===== config.mk =====
export PLATFORM = sky130hd
export DESIGN_NAME = uart_pkt_tx
export DESIGN_NICKNAME = d
export VERILOG_FILES = /design/src/rtl/uart_pkt_tx.sv
export SDC_FILE = /design/constraint.sdc
export NUM_CORES = 1
export LEC_CHECK = 0
export ABC_AREA = 1
export CAP_MARGIN = 0
export CORE_AREA = 2 2 99 125
export CTS_BUF_LIST = sky130_fd_sc_hd__clkbuf_8
export DETAILED_ROUTE_END_ITERATION = 8
export DIE_AREA = 0 0 101 127
export DONT_BUFFER_PORTS = 1
export GPL_TIMING_DRIVEN = 0
export HOLD_SLACK_MARGIN = 0.08
export PLACE_DENSITY = 0.55
export SYNTH_ARGS = -nofsm -noshare
export SYNTH_HDL_FRONTEND = slang
export SYNTH_SLANG_ARGS = --single-unit

===== constraint.sdc =====
create_clock -name clk -period 2.03 [get_ports clk]
set_clock_uncertainty 0.1 [all_clocks]
set_input_delay 0.5075 -clock clk [delete_from_list [all_inputs] [get_ports clk]]
set_output_delay 0.5075 -clock clk [all_outputs]
set_load 0.05 [all_outputs]

===== src/rtl/uart_pkt_tx.sv =====
// UART packet transmitter: NUM_BYTES characters, byte 0 first, LSB first, start/data/[parity]/stop/[gap] frames.
// Latency: data_out drops to the start bit on the accepting edge; done pulses on the edge ending the last stop bit.
// Backpressure: tx_start is honoured only while idle (including the done cycle); requests while busy are dropped.
// Optional parity bit enabled by defining TX_PARITY_EN (PARITY_ODD selects odd parity).
module uart_pkt_tx #(
    parameter int CLKS_PER_BIT = 5208,
    parameter int NUM_BYTES    = 8,
    parameter int DATA_BITS    = 8,
    parameter int STOP_BITS    = 1,
    parameter int GAP_BITS     = 0,
    parameter int PARITY_ODD   = 0,
    localparam int IDX_W       = (NUM_BYTES > 1) ? $clog2(NUM_BYTES) : 1
) (
    input  logic                           clk,
    input  logic                           rst,
    input  logic                           tx_start,
    input  logic [NUM_BYTES*DATA_BITS-1:0] data_in,
    output logic                           data_out,
    output logic                           busy,
    output logic                           done,
    output logic [IDX_W-1:0]               byte_idx
);

    localparam int W      = NUM_BYTES * DATA_BITS;
    localparam int BAUD_W = $clog2(CLKS_PER_BIT);
    localparam int MAXB   = (GAP_BITS > DATA_BITS) ? GAP_BITS : DATA_BITS;
    localparam int CNT_W  = $clog2(MAXB + 1);

    localparam logic [BAUD_W-1:0] BAUD_LAST = BAUD_W'(CLKS_PER_BIT - 1);
    localparam logic [CNT_W-1:0]  DATA_LAST = CNT_W'(DATA_BITS - 1);
    localparam logic [CNT_W-1:0]  STOP_LAST = CNT_W'(STOP_BITS - 1);
    localparam logic [CNT_W-1:0]  GAP_LAST  = CNT_W'((GAP_BITS > 0) ? GAP_BITS - 1 : 0);
    localparam logic [IDX_W-1:0]  IDX_LAST  = IDX_W'(NUM_BYTES - 1);

    // Reject configurations the framing logic cannot represent.
    if (CLKS_PER_BIT < 2 || NUM_BYTES < 1 || DATA_BITS < 5 || DATA_BITS > 8 ||
        STOP_BITS < 1 || STOP_BITS > 2 || GAP_BITS < 0 ||
        PARITY_ODD < 0 || PARITY_ODD > 1) begin : g_param_err
        $error("uart_pkt_tx: illegal parameter value");
    end

`ifdef TX_PARITY_EN
    typedef enum logic [2:0] {S_IDLE, S_START, S_DATA, S_PARITY, S_STOP, S_GAP} state_t;
    localparam logic PAR_ODD = (PARITY_ODD != 0);
    logic par_acc;
`else
    typedef enum logic [2:0] {S_IDLE, S_START, S_DATA, S_STOP, S_GAP} state_t;
`endif

    state_t            state;
    logic [BAUD_W-1:0] baud_cnt;
    logic [CNT_W-1:0]  bit_cnt;
    logic [W-1:0]      shreg;

    // Frame sequencer: the next line level is registered at every bit boundary.
    always_ff @(posedge clk) begin
        if (rst) begin
            state    <= S_IDLE;
            data_out <= 1'b1;
            busy     <= 1'b0;
            done     <= 1'b0;
            byte_idx <= '0;
            baud_cnt <= '0;
            bit_cnt  <= '0;
            shreg    <= '0;
`ifdef TX_PARITY_EN
            par_acc  <= 1'b0;
`endif
        end else begin
            done <= 1'b0;
            if (state == S_IDLE) begin
                baud_cnt <= '0;
                bit_cnt  <= '0;
                byte_idx <= '0;
                if (tx_start) begin
                    shreg    <= data_in;
                    busy     <= 1'b1;
                    state    <= S_START;
                    data_out <= 1'b0;
                end
            end else if (baud_cnt != BAUD_LAST) begin
                baud_cnt <= baud_cnt + BAUD_W'(1);
            end else begin
                baud_cnt <= '0;
                case (state)
                    S_START: begin
                        state    <= S_DATA;
                        data_out <= shreg[0];
                        bit_cnt  <= '0;
`ifdef TX_PARITY_EN
                        par_acc  <= 1'b0;
`endif
                    end
                    S_DATA: begin
                        // The bit just sent sits at shreg[0]; shifting exposes the next one,
                        // and after the last data bit the next character is already aligned.
                        shreg <= shreg >> 1;
`ifdef TX_PARITY_EN
                        par_acc <= par_acc ^ shreg[0];
`endif
                        if (bit_cnt == DATA_LAST) begin
                            bit_cnt  <= '0;
`ifdef TX_PARITY_EN
                            state    <= S_PARITY;
                            data_out <= par_acc ^ shreg[0] ^ PAR_ODD;
`else
                            state    <= S_STOP;
                            data_out <= 1'b1;
`endif
                        end else begin
                            bit_cnt  <= bit_cnt + CNT_W'(1);
                            data_out <= shreg[1];
                        end
                    end
`ifdef TX_PARITY_EN
                    S_PARITY: begin
                        state    <= S_STOP;
                        data_out <= 1'b1;
                        bit_cnt  <= '0;
                    end
`endif
                    S_STOP: begin
                        if (bit_cnt != STOP_LAST) begin
                            bit_cnt <= bit_cnt + CNT_W'(1);
                        end else if (byte_idx == IDX_LAST) begin
                            state    <= S_IDLE;
                            busy     <= 1'b0;
                            done     <= 1'b1;
                            data_out <= 1'b1;
                            byte_idx <= '0;
                        end else if (GAP_BITS > 0) begin
                            state   <= S_GAP;
                            bit_cnt <= '0;
                        end else begin
                            state    <= S_START;
                            data_out <= 1'b0;
                            byte_idx <= byte_idx + IDX_W'(1);
                        end
                    end
                    S_GAP: begin
                        if (bit_cnt != GAP_LAST) begin
                            bit_cnt <= bit_cnt + CNT_W'(1);
                        end else begin
                            state    <= S_START;
                            data_out <= 1'b0;
                            byte_idx <= byte_idx + IDX_W'(1);
                        end
                    end
                    default: begin
                        state    <= S_IDLE;
                        busy     <= 1'b0;
                        data_out <= 1'b1;
                    end
                endcase
            end
        end
    end

endmodule

# Yosys cells after proc, flatten, opt, wreduce, memory -nomap -nowiden
# Index checks and enable logic that the tools add are counted.
[totals]
regBits = 90
out_inout_bits = 6
word_cells = 79
[op_classes]
addsub = 3
n_eq_ne = 17
n_mux = 33
bitwise = 2
reduce_logical = 16
[ops]
columns = ["op", "count"]
rows = [
  ["$mux W64", 4],
  ["$mux W3", 9],
  ["$add A13 B1 Y13 const B", 1],
  ["$mux W1", 13],
  ["$ne A13 B13 Y1 const B", 1],
  ["$ne A3 B3 Y1 const B", 4],
  ["$pmux W3 S4", 1],
  ["$pmux W4 S3", 1],
  ["$reduce_and A5 Y1", 2],
  ["$mux W4", 2],
  ["$ne A2 B2 Y1 const B", 4],
  ["$reduce_and A4 Y1", 2],
  ["$eq A3 B2 Y1 const B", 2],
  ["$eq A3 B3 Y1 const B", 2],
  ["$pmux W3 S2", 1],
  ["$reduce_and A3 Y1", 2],
  ["$reduce_or A3 Y1", 2],
  ["$reduce_or A5 Y1", 1],
  ["$add A4 B1 Y4 const B", 1],
  ["$eq A4 B3 Y1 const B", 1],
  ["$ne A2 B1 Y1 const B", 2],
  ["$pmux W1 S4", 1],
  ["$reduce_bool A2 Y1", 2],
  ["$reduce_bool A4 Y1", 1],
  ["7 further kinds", 9],
]

# Logic depth before layout (Yosys ltp)
# Gate-level depths: netlist of the first run.
[depth]
depth_word = 6
ltp_mapped = 11
depth_no_buf = 10

# Worst setup path after synthesis of the first run
# OpenSTA, ideal clock, no wires.
[synth_timing]
path_kind = "reg2reg"
start = "register state[0]"
end = "register shreg[59]"
setup_ns = 0.113
arrival_time_ns = 1.558
setup_slack_ns = 0.259
stages_incl_launch_ff = 10
path_buffers = 2
path_cell_list = "dfxtp_1 inv_1 ha_1 inv_2 or2_1 nand3_4 buf_6 buf_6 nor2_1 nor2_1"
[synth_between]
elab_chain_len = 3
word_cells_on_any_way = 7
cone_classes = "3 x eq/ne; 1 x mux; 3 x reduce/logical"
[synth_lines]
columns = ["element", "line_no", "source"]
rows = [
  ["from (decl)", "50", "state_t state;"],
  ["from (signal assigned)", "58", "state <= S_IDLE;"],
  ["from (signal assigned)", "78", "state <= S_START;"],
  ["from (signal assigned)", "87", "state <= S_DATA;"],
  ["$eq A3 B2 Y1 or $logic_not A3 Y1 (tied branches)", "85, 71", ""],
  ["$reduce_bool A2 Y1 (no line) or $ne A2 B2 Y1 (tied branches)", "-", ""],
  ["$reduce_and A3 Y1 (no line)", "-", ""],
  ["to (signal assigned)", "76", "shreg <= data_in;"],
  ["to (signal assigned)", "97", "shreg <= shreg >> 1;"],
  ["to (decl)", "53", "logic [W-1:0] shreg;"],
]
# Parallel ways exist; a longest one is shown, timed or not.
# A chain may end at the register's enable or synchronous reset.

# Worst setup path after layout of the first run
[layout_timing]
start = "register byte_idx[1]"
end = "register busy"
[layout_between]
elab_chain_len = 3
[layout_lines]
columns = ["element", "line_no", "source"]
rows = [
  ["from (decl)", "21", "output logic [IDX_W-1:0] byte_idx"],
  ["from (signal assigned)", "137", "byte_idx <= byte_idx + IDX_W'(1);"],
  ["from (signal assigned)", "146", "byte_idx <= byte_idx + IDX_W'(1);"],
  ["$eq A3 B3 Y1", "125", "end else if (byte_idx == IDX_LAST) begin"],
  ["$ne A3 B3 Y1 (no line)", "-", ""],
  ["$reduce_and A5 Y1 (no line)", "-", ""],
  ["to (signal assigned)", "77", "busy <= 1'b1;"],
  ["to (signal assigned)", "127", "busy <= 1'b0;"],
  ["to (signal assigned)", "151", "busy <= 1'b0;"],
  ["to (decl)", "19", "output logic busy,"],
]
# Every way passes these cells.

==> results of run 1 <==
[synthesized netlist by cell type (all sizes together)]
cell type | count | area share (%)
nand2 | 243 | 20
nor2 | 160 | 14
inv | 94 | 7.5
dfxtp | 89 | 38
o21ai | 72 | 7.7
nand3 | 19 | 2.4
buf | 18 | 2.5
clkbuf | 17 | 1.4
a21oi | 15 | 1.6
ha | 10 | 2.7
nor3 | 6 | 0.64
nand4 | 5 | 0.67
nor3b | 3 | 0.48
o211ai | 2 | 0.32
or2 | 2 | 0.27
xnor2 | 2 | 0.37
[per-layer routing]
| metal | global-route usage [%] | part of all wire (%) |
|---|---|---|
| met2 | 29.5 | 47 |
| met1 | 21.0 | 46 |
| met3 | 3.45 | 4.7 |
| met4 | 6.44 | 1.6 |
| met5 | 0 | 0 |
[area by class of cell]
class                           instances  area (sq um)
Buffer                                 35           201
Inverter                               94           355
Sequential cell                        89          1780
Fill cell                            1243          6420
Clock buffer                           10           138
Clock inverter                          6          58.8
Multi-Input combinational cell        540          2400
Timing Repair Buffer                    4          30.0
Tap cell                              138           173
[logic make-up (layout without fill, tap and decap cells)]
logic type / Yosys count / in the layout / synth area share [%]
XOR/XNOR: 2 / 2 / 0.374
adder cells (fa/ha/maj): 10 / 10 / 2.67
buffers and inverters: 129 / 149 / 11.4
flip-flops: 89 / 89 / 38.0
AND/OR/NAND/NOR: 438 / 439 / 37.9
AO/OA/AOI/OAI: 89 / 89 / 9.61
[metrics by stage]
stage	cells	area [sq um]	worst slack, ns	util, %
finish	916	5140	0.154	44.5
global route	916	5140	-0.00968	44.5
CTS	911	5070	0.0144	43.9
detailed placement	895	4860	-0.346	42.0
global placement	895	4860	-0.371	42.0
floorplan	757	4690	0.259	-
[how the worst min path moves through the flow]
stage | startpoint | to | slack (ns) | depth (start not counted)
3_5_place_dp | baud_cnt[0]$_SDFF_PP0_ | baud_cnt[0]$_SDFF_PP0_ | 0.34 | 1
5_1_grt | rst | shreg[63]$_SDFFE_PP0P_ | 0.09 | 1
3_3_place_gp | baud_cnt[0]$_SDFF_PP0_ | baud_cnt[0]$_SDFF_PP0_ | 0.33 | 1
2_1_floorplan | baud_cnt[0]$_SDFF_PP0_ | baud_cnt[0]$_SDFF_PP0_ | 0.32 | 1
4_1_cts | rst | shreg[63]$_SDFFE_PP0P_ | 0.09 | 1
6_report | rst | shreg[63]$_SDFFE_PP0P_ | 0.11 | 1
[critical path, stage by stage, from the launching register on]
cell and delay (ns):
sky130_fd_sc_hd__dfxtp_1 0.68, sky130_fd_sc_hd__ha_1 0.28, sky130_fd_sc_hd__ha_1 0.20, sky130_fd_sc_hd__nor2_1 0.08, sky130_fd_sc_hd__a21oi_1 0.20, sky130_fd_sc_hd__nand4_1 0.12
sky130_fd_sc_hd__nand2_1 0.07, sky130_fd_sc_hd__a21oi_1 0.04
[flip-flops by register name, indices dropped and copies added (netlist names)]
signal    count
shreg        64
baud_cnt     13
bit_cnt       4
byte_idx      3
state         2
busy          1
data_out      1
done          1
[report_power, final]
group	internal [mW]	switching, mW
logic	1.55	3.00
registers	2.36	0.232
clock network	0.594	0.650
[timing repair]
item                                    4_1_cts  5_1_grt
setup buffers                                 0        4
resized for setup                             8       12
endpoints found under the hold margin         0        0
gates cloned                                  0        1
endpoints found under the setup margin       76       79
pin swaps                                     0        2
hold buffers                                  0        0
==> reports/summary.json, run 1 <==
{
  "achievable-frequency": {"value": 533, "unit": "MHz"},
  "status": {"value": "complete, no violations"},
  "clk_latency": {"value": 0.36, "unit": "ns"},
  "crit_path_start": {"value": "byte_idx[1]$_SDFFE_PP0P_"},
  "layout.cells.most_common": {"value": "sky130_fd_sc_hd__nand2_1"},
  "hold_violations": {"value": 0},
  "grt_start_max_net_pins": {"value": 15},
  "hold_slack": {"value": 0.107, "unit": "ns"},
  "critical_path.endpoint": {"value": "busy$_SDFFE_PP0P_"},
  "grt_first_pass_wirelength": {"value": 17900, "unit": "um"},
  "drt_drc_violations_left": {"value": 0},
  "data_required_time_at_the_worst_endpoint": {"value": 2.19, "unit": "ns"},
  "synth_cell_types": {"value": 24},
  "tritoncts_num_sinks": {"value": 89},
  "drt_first_pass_iters": {"value": 5},
  "cp.arrival": {"value": 2.04, "unit": "ns"},
  "starting_density": {"value": 40.5, "unit": "%"},
  "worst_ir_drop_on_vdd": {"value": 0.653, "unit": "mV"},
  "worst_r2r_startpoint": {"value": "byte_idx[1]$_SDFFE_PP0P_"},
  "n_antenna_cell": {"value": 0},
  "finalWeightedCongestion": {"value": 0.795},
  "timing.rr.end": {"value": "busy$_SDFFE_PP0P_"},
  "setup-violations-final": {"value": 0},
  "routed_wl": {"value": 10800, "unit": "um"},
  "syn-cell-area": {"value": 4690, "unit": "sq um"},
  "grt_pass1_vias": {"value": 4049},
  "drt.antenna.violating_nets": {"value": 0},
  "post_synth.cell_area_avg": {"value": 6.19, "unit": "sq um"},
  "yosys_warnings": {"value": 0},
  "postSynthNetCount": {"value": 834},
  "dr.first_iter.drc_count": {"value": 191},
  "worst_setup_hold_path_clk_slew": {"value": 0.09, "unit": "ns"},
  "design.portCount": {"value": 73},
  "cts.root.buffer_cell": {"value": "sky130_fd_sc_hd__clkbuf_8"},
  "grt-ovfl-total": {"value": 0},
  "area_growth_syn_to_layout": {"value": 9.69, "unit": "%"},
  "track_usage": {"value": 17.1, "unit": "%"},
  "fraction_of_the_yosys_area_taken_by_sequential_cells": {"value": 38.0, "unit": "%"},
  "p_per_area": {"value": 1630, "unit": "nW/um^2"},
  "totalNegativeSetupSlack": {"value": 0, "unit": "ns"},
  "path_class": {"value": "flip-flop to flip-flop"},
  "vias": {"value": 4351},
  "worst_slew_pin_slew": {"value": 0.573, "unit": "ns"},
  "synthCells": {"value": 757},
  "antenna_found_initial": {"value": 0},
  "finalCritPeriodShare": {"value": 92.4, "unit": "%"},
  "worst-path-max-fanout": {"value": 3},
  "die-height": {"value": 127, "unit": "um"},
  "finish.net_count": {"value": 850},
  "layout-drive-gt1-share": {"value": 9.51, "unit": "%"},
  "slew_viol_final": {"value": 0},
  "max_cap_violations": {"value": 0},
  "die_area": {"value": 12800, "unit": "sq um"},
  "synth.ff_latch_count": {"value": 89},
  "timing.critical_path.from_type": {"value": "flip-flop"},
  "placement.io_buffers": {"value": 0},
  "critPathCaptureType": {"value": "flip-flop"},
  "post-layout-total-power": {"value": 8.39, "unit": "mW"},
  "hp-class": {"value": "primary input to flip-flop"},
  "cts_inserted_buffers": {"value": 9},
  "place_hpwl": {"value": 7840, "unit": "um"},
  "vias_per_cell": {"value": 4.75},
  "reg2reg_setup_slack": {"value": 0.15, "unit": "ns"},
  "core-area": {"value": 11600, "unit": "sq um"},
  "period_needed": {"value": 1.88, "unit": "ns"},
  "rr_worst_depth": {"value": 7},
  "cts_tree": {"value": "done"},
  "mostFrequentLayoutCells": {"value": "242 x sky130_fd_sc_hd__nand2_1, 140 x sky130_fd_sc_hd__nor2_1, 90 x sky130_fd_sc_hd__inv_1"},
  "die_width": {"value": 101, "unit": "um"},
  "cts_max_level": {"value": 3},
  "routedWlPerCell": {"value": 11.8, "unit": "um"},
  "leakage": {"value": 2.49, "unit": "nW"},
  "std_cell_rows": {"value": 44},
  "cts.path.max_buffers": {"value": 2},
  "relSlewSlack": {"value": 61.7, "unit": "%"}
}
Power figures use the tool's default switching activity.
==> run 2, diff against run 1 <==
--- a/config.mk
+++ b/config.mk
@@ -12,7 +12,6 @@
 export DETAILED_ROUTE_END_ITERATION = 8
 export DIE_AREA = 0 0 101 127
 export DONT_BUFFER_PORTS = 1
-export GPL_TIMING_DRIVEN = 0
 export HOLD_SLACK_MARGIN = 0.08
 export PLACE_DENSITY = 0.55
 export SYNTH_ARGS = -nofsm -noshare
==> constraint.sdc (replaced) <==
create_clock -name clk -period 2.35 [get_ports clk]
set_clock_uncertainty 0.1 [all_clocks]
set_input_delay 0.5875 -clock clk [delete_from_list [all_inputs] [get_ports clk]]
set_output_delay 0.5875 -clock clk [all_outputs]
set_load 0.05 [all_outputs]
==> run 2 against run 1 <==
Effect of this change: clock power fell by 7%; first-iteration DRC count is 6.3% lower; cell count fell by 3.4%; critical path type unchanged; hold slack better by 0.079 ns; critical path depth up 2; combinational power decreased by 23%; cell area is 2.2% lower; die area is the same; sequential power down 14%; worst setup slack improved by 0.28 ns; global-route usage is 1.5 points lower; highest routed layer unchanged; flip-flop and latch count unchanged.
==> reports/summary.json, run 2 (same netlist as run 1, synthesis figures left out) <==
{
  "status": {"value": "complete, no violations"},
  "dr.first_iter.drc_count": {"value": 179},
  "tritoncts_num_sinks": {"value": 89},
  "core-area": {"value": 11600, "unit": "sq um"},
  "rr_worst_depth": {"value": 9},
  "totalNegativeSetupSlack": {"value": 0, "unit": "ns"},
  "max_cap_violations": {"value": 0},
  "cts.root.buffer_cell": {"value": "sky130_fd_sc_hd__clkbuf_8"},
  "leakage": {"value": 2.44, "unit": "nW"},
  "routedWlPerCell": {"value": 10.9, "unit": "um"},
  "grt-ovfl-total": {"value": 0},
  "finish.net_count": {"value": 819},
  "grt_pass1_vias": {"value": 3944},
  "setup-violations-final": {"value": 0},
  "critPathCaptureType": {"value": "flip-flop"},
  "path_class": {"value": "flip-flop to flip-flop"},
  "design.portCount": {"value": 73},
  "n_antenna_cell": {"value": 0},
  "largest_reg_flops": {"value": 64},
  "worst_slew_pin_slew": {"value": 0.531, "unit": "ns"},
  "starting_density": {"value": 40.5, "unit": "%"},
  "drt.antenna.violating_nets": {"value": 0},
  "instance_area_at_placement": {"value": 4810, "unit": "sq um"},
  "die_width": {"value": 101, "unit": "um"},
  "cts_inserted_buffers": {"value": 9},
  "relSlewSlack": {"value": 64.5, "unit": "%"},
  "timing.critical_path.from_type": {"value": "flip-flop"},
  "p_per_area": {"value": 1370, "unit": "nW/um^2"},
  "data_required_time_at_the_worst_endpoint": {"value": 2.51, "unit": "ns"},
  "grt_setup_unrepaired": {"value": "no"},
  "timing.hold.worst_path_depth": {"value": 1},
  "cts-hold-fix-buffers": {"value": 0},
  "finalCritPeriodShare": {"value": 81.4, "unit": "%"},
  "cp.arrival": {"value": 2.07, "unit": "ns"},
  "worst_setup_hold_path_clk_slew": {"value": 0.09, "unit": "ns"},
  "finalWeightedCongestion": {"value": 0.784},
  "worst-path-max-fanout": {"value": 66},
  "layout.cells.most_common": {"value": "sky130_fd_sc_hd__nand2_1"},
  "grt_first_pass_wirelength": {"value": 16400, "unit": "um"},
  "drt_first_pass_iters": {"value": 4},
  "die_area": {"value": 12800, "unit": "sq um"},
  "slew_viol_final": {"value": 0},
  "vias_per_cell": {"value": 4.73},
  "postCtsSetupRepairBufs": {"value": 0},
  "track_usage": {"value": 15.6, "unit": "%"},
  "worst_ir_drop_on_vdd": {"value": 0.914, "unit": "mV"},
  "layout-drive-gt1-share": {"value": 7.36, "unit": "%"},
  "std_cell_rows": {"value": 44},
  "achievable-frequency": {"value": 523, "unit": "MHz"},
  "top_register": {"value": "shreg"},
  "hp-class": {"value": "primary input to flip-flop"},
  "cts_max_level": {"value": 3},
  "period_needed": {"value": 1.91, "unit": "ns"},
  "routed_wl": {"value": 9610, "unit": "um"},
  "grt_start_max_net_pins": {"value": 114},
  "hold_violations": {"value": 0},
  "place_hpwl": {"value": 6690, "unit": "um"},
  "cts.path.max_buffers": {"value": 2},
  "num-fill-cells": {"value": 1278},
  "fin_area": {"value": 5030, "unit": "sq um"},
  "post_cts_resized": {"value": 0},
  "area_growth_syn_to_layout": {"value": 7.26, "unit": "%"},
  "antenna_found_initial": {"value": 0},
  "drt_drc_violations_left": {"value": 0},
  "placement.io_buffers": {"value": 0},
  "mostFrequentLayoutCells": {"value": "242 x sky130_fd_sc_hd__nand2_1, 141 x sky130_fd_sc_hd__nor2_1, 89 x sky130_fd_sc_hd__dfxtp_1"},
  "seq_area": {"value": 1780, "unit": "sq um"},
  "vias": {"value": 4187},
  "clk_latency": {"value": 0.36, "unit": "ns"},
  "die-height": {"value": 127, "unit": "um"},
  "multiInputGateArea": {"value": 2380, "unit": "sq um"},
  "cts_tree": {"value": "done"},
  "reg.largest.list": {"value": "shreg (64), baud_cnt (13), bit_cnt (4)"}
}
run 2: cell types whose count changed in the layout (fill, tap and decap cells not counted), sizes merged:
cell,previous run,this run
clkbuf,29,9
buf,20,9
clkinv,2,4
bufinv,1,2
clkinvlp,2,1
inv,95,94
nand3,20,19
run 2: cell type report:
| class | instances | area share, % |
|---|---|---|
| clock inverters | 7 | 1.89 |
| clock buffers | 9 | 2.46 |
| flip-flops and latches | 89 | 35.4 |
| repair buffers | 9 | 2.34 |
| multi-input cells | 539 | 47.4 |
| well taps | 138 | 3.44 |
| inverters | 94 | 7.02 |
run 2: layer usage:
layer | track usage [%] | part of all wire [%]
met4 | 7.87 | 2.4
met1 | 18.5 | 45
met3 | 3.17 | 5.0
met5 | 0 | 0
met2 | 26.5 | 48
run 2: final timing paths:
check / startpoint / endpoint / slack [ns]
setup reg to reg: state[0]$_SDFFE_PP0P_ / shreg[15]$_SDFFE_PP0P_ / 0.44
hold reg to reg: baud_cnt[0]$_SDFF_PP0_ / baud_cnt[0]$_SDFF_PP0_ / 0.37
setup / recovery: state[0]$_SDFFE_PP0P_ / shreg[15]$_SDFFE_PP0P_ / 0.44
hold / removal: rst / shreg[63]$_SDFFE_PP0P_ / 0.19
run 2: worst max-delay path: stages, from the launching register on:
cell and delay, ns:
sky130_fd_sc_hd__dfxtp_1 0.35, sky130_fd_sc_hd__inv_1 0.15, sky130_fd_sc_hd__ha_4 0.16, sky130_fd_sc_hd__inv_2 0.09
sky130_fd_sc_hd__or2_1 0.30, sky130_fd_sc_hd__nand3_4 0.15, sky130_fd_sc_hd__buf_12 0.29, sky130_fd_sc_hd__nand2_1 0.10
sky130_fd_sc_hd__nand2_1 0.08, sky130_fd_sc_hd__nor2_1 0.04
run 2: power breakdown:
group	switching (mW)	internal, mW
Clock	0.551	0.599
Sequential	0.194	2.04
Combinational	2.37	1.15
run 2: through the flow:
stage | hold WS, ns | util, % | cells | power (mW) | setup WS [ns]
floorplan | 0.318 | - | 757 | 5.26 | 0.579
global placement | 0.331 | 41.6 | 869 | 5.70 | 0.487
detailed placement | 0.347 | 41.6 | 869 | 5.82 | 0.443
CTS | 0.163 | 43.5 | 885 | 7.01 | 0.431
global route | 0.173 | 43.5 | 885 | 7.70 | 0.245
finish | 0.186 | 43.5 | 885 | 6.90 | 0.437
==> run 3, diff against run 2 <==
==> constraint.sdc (replaced) <==
create_clock -name clk -period 2 [get_ports clk]
set_clock_uncertainty 0.1 [all_clocks]
set_input_delay 0.5 -clock clk [delete_from_list [all_inputs] [get_ports clk]]
set_output_delay 0.5 -clock clk [all_outputs]
set_load 0.05 [all_outputs]
==> run 3 against run 2 <==
Effect of this change: register-to-register slack worse by 0.34 ns; first-iteration DRC count grew 11%; routed wire length is 15% higher; sequential power rose by 17%; cell count rose by 1.9%; flip-flop and latch count stayed put; sequential share of layout area down 1.9 points; non-clock buffer count is 16 higher; cell area grew 5.6%; global-route usage is 0.39 points higher; count of clock-buffer cells in the layout unchanged; combinational power increased by 44%; largest power group unchanged.
==> reports/summary.json, run 3 (same netlist as run 1, synthesis figures left out) <==
{
  "status": {"value": "complete, no violations"},
  "cts_max_level": {"value": 3},
  "setup-violations-final": {"value": 0},
  "finish.net_count": {"value": 836},
  "hp-class": {"value": "primary input to flip-flop"},
  "hold_violations": {"value": 0},
  "std_cell_rows": {"value": 44},
  "period_needed": {"value": 1.90, "unit": "ns"},
  "setup_ws": {"value": 0.0965, "unit": "ns"},
  "hold_path.startpoint": {"value": "data_in[63]"},
  "reg2reg_setup_slack": {"value": 0.1, "unit": "ns"},
  "vias": {"value": 4286},
  "starting_density": {"value": 40.5, "unit": "%"},
  "drt.antenna.violating_nets": {"value": 0},
  "mostFrequentLayoutCells": {"value": "242 x sky130_fd_sc_hd__nand2_1, 141 x sky130_fd_sc_hd__nor2_1, 88 x sky130_fd_sc_hd__inv_1, 88 x sky130_fd_sc_hd__dfxtp_1, 72 x sky130_fd_sc_hd__o21ai_0"},
  "cts.root.buffer_cell": {"value": "sky130_fd_sc_hd__clkbuf_8"},
  "grt_pass1_vias": {"value": 3758},
  "die_width": {"value": 101, "unit": "um"},
  "routedWlPerCell": {"value": 12.2, "unit": "um"},
  "largest_reg_flops": {"value": 64},
  "timing.hold.worst_path_depth": {"value": 2},
  "routed_wl": {"value": 11000, "unit": "um"},
  "place_hpwl": {"value": 6810, "unit": "um"},
  "grt_setup_unrepaired": {"value": "no"},
  "cts_tree": {"value": "done"},
  "reg.largest.list": {"value": "shreg (64), baud_cnt (13), bit_cnt (4)"},
  "core-area": {"value": 11600, "unit": "sq um"},
  "tritoncts_num_sinks": {"value": 89},
  "timing.critical_path.from_type": {"value": "flip-flop"},
  "max_cap_violations": {"value": 0},
  "grt-ovfl-total": {"value": 0},
  "cp.arrival": {"value": 2.06, "unit": "ns"},
  "finalWeightedCongestion": {"value": 0.831},
  "cts_inserted_buffers": {"value": 9},
  "post-layout-total-power": {"value": 9.30, "unit": "mW"},
  "rr_worst_depth": {"value": 10},
  "dr.first_iter.drc_count": {"value": 198},
  "area_growth_syn_to_layout": {"value": 13.3, "unit": "%"},
  "track_usage": {"value": 16.0, "unit": "%"},
  "layout.cells.most_common": {"value": "sky130_fd_sc_hd__nand2_1"},
  "instance_area_at_placement": {"value": 4840, "unit": "sq um"},
  "grt_start_max_net_pins": {"value": 107},
  "p_per_area": {"value": 1750, "unit": "nW/um^2"},
  "grt_first_pass_wirelength": {"value": 16700, "unit": "um"},
  "layout-drive-gt1-share": {"value": 9.69, "unit": "%"},
  "worst_ir_drop_on_vdd": {"value": 0.855, "unit": "mV"},
  "data_required_time_at_the_worst_endpoint": {"value": 2.16, "unit": "ns"},
  "hold_slack": {"value": 0.201, "unit": "ns"},
  "clk_latency": {"value": 0.36, "unit": "ns"},
  "dpl.cell_count": {"value": 874},
  "leakage": {"value": 2.59, "unit": "nW"},
  "finish.cell_count_without_fillers": {"value": 902},
  "achievable-frequency": {"value": 525, "unit": "MHz"},
  "drt_first_pass_iters": {"value": 4},
  "finalCritPeriodShare": {"value": 95.2, "unit": "%"},
  "antenna_found_initial": {"value": 0},
  "drt_drc_violations_left": {"value": 0},
  "critPathCaptureType": {"value": "flip-flop"},
  "die_area": {"value": 12800, "unit": "sq um"},
  "relSlewSlack": {"value": 65.6, "unit": "%"},
  "cts.path.max_buffers": {"value": 2},
  "worst_r2r_startpoint": {"value": "state[0]$_SDFFE_PP0P_"},
  "timing.rr.end": {"value": "shreg[59]$_SDFFE_PP0P_"},
  "finalCoreUtilization": {"value": 45.9, "unit": "%"},
  "placement.io_buffers": {"value": 0},
  "design.portCount": {"value": 73},
  "top_register": {"value": "shreg"},
  "n_antenna_cell": {"value": 0},
  "vias_per_cell": {"value": 4.75},
  "place_ws": {"value": 0.0582, "unit": "ns"},
  "fin_area": {"value": 5310, "unit": "sq um"},
  "die-height": {"value": 127, "unit": "um"},
  "worst_setup_hold_path_clk_slew": {"value": 0.09, "unit": "ns"},
  "worst-path-max-fanout": {"value": 24},
  "worst_slew_pin_slew": {"value": 0.516, "unit": "ns"},
  "slew_viol_final": {"value": 0},
  "hold_path_end": {"value": "shreg[63]$_SDFFE_PP0P_"},
  "path_class": {"value": "flip-flop to flip-flop"},
  "totalNegativeSetupSlack": {"value": 0, "unit": "ns"}
}
run 3: changes by cell type in the layout (fill, tap and decap cells not counted), moves of 2 or more:
cell                        previous run  this run
sky130_fd_sc_hd__buf_4                 5        13
sky130_fd_sc_hd__clkbuf_16             0         4
sky130_fd_sc_hd__buf_16                0         2
sky130_fd_sc_hd__buf_6                 0         2
sky130_fd_sc_hd__bufinv_16             2         4
sky130_fd_sc_hd__clkinv_4              2         0
run 3: layout make-up:
class                      instances  area, sq um
fill                            1217         6250
multi-input combinational        540         2400
sequential                        89         1780
inverter                          94          353
timing repair buffer              25          345
tap                              138          173
clock inverter                     7          134
clock buffer                       9          124
run 3: where the power goes:
group	internal [mW]	switching [mW]
combinational	1.94	3.13
clock	0.948	0.654
sequential	2.40	0.223
total	5.29	4.01
run 3: layer usage:
layer	part of all wire, %	global-route usage, %	up-vias
met3	4.9	2.95	10
met1	47	20.3	1896
met5	0	0	-
li1	-	-	2298
met4	1.4	6.84	0
met2	47	26.4	82
run 3: worst max path at each step:
stage / from / slack (ns) / depth (start not counted) / to
after floorplan: state[0]$_SDFFE_PP0P_ / 0.23 / 9 / shreg[59]$_SDFFE_PP0P_
after global placement: state[1]$_SDFFE_PP0P_ / 0.11 / 9 / shreg[40]$_SDFFE_PP0P_
after detailed placement: state[1]$_SDFFE_PP0P_ / 0.06 / 9 / shreg[38]$_SDFFE_PP0P_
after CTS: state[1]$_SDFFE_PP0P_ / 0.04 / 9 / shreg[38]$_SDFFE_PP0P_
after global routing: baud_cnt[1]$_SDFF_PP0_ / 0.006 / 10 / shreg[27]$_SDFFE_PP0P_
final: state[0]$_SDFFE_PP0P_ / 0.1 / 10 / shreg[59]$_SDFFE_PP0P_
run 3: critical path: stages, from the launching register on:
cell and delay (ns):
sky130_fd_sc_hd__dfxtp_1 0.32, sky130_fd_sc_hd__inv_1 0.14, sky130_fd_sc_hd__ha_4 0.22, sky130_fd_sc_hd__inv_2 0.08, sky130_fd_sc_hd__buf_4 0.16, sky130_fd_sc_hd__nand2_1 0.15
sky130_fd_sc_hd__nand3_4 0.09, sky130_fd_sc_hd__buf_12 0.16, sky130_fd_sc_hd__clkbuf_16 0.20, sky130_fd_sc_hd__nor2_1 0.11, sky130_fd_sc_hd__nor2_1 0.05
run 3: repair_timing:
item,in CTS,in global routing
resized for setup,0,6
hold buffers,1,0
setup buffers,0,4
endpoints found under the setup margin,0,66
endpoints found under the hold margin,1,0
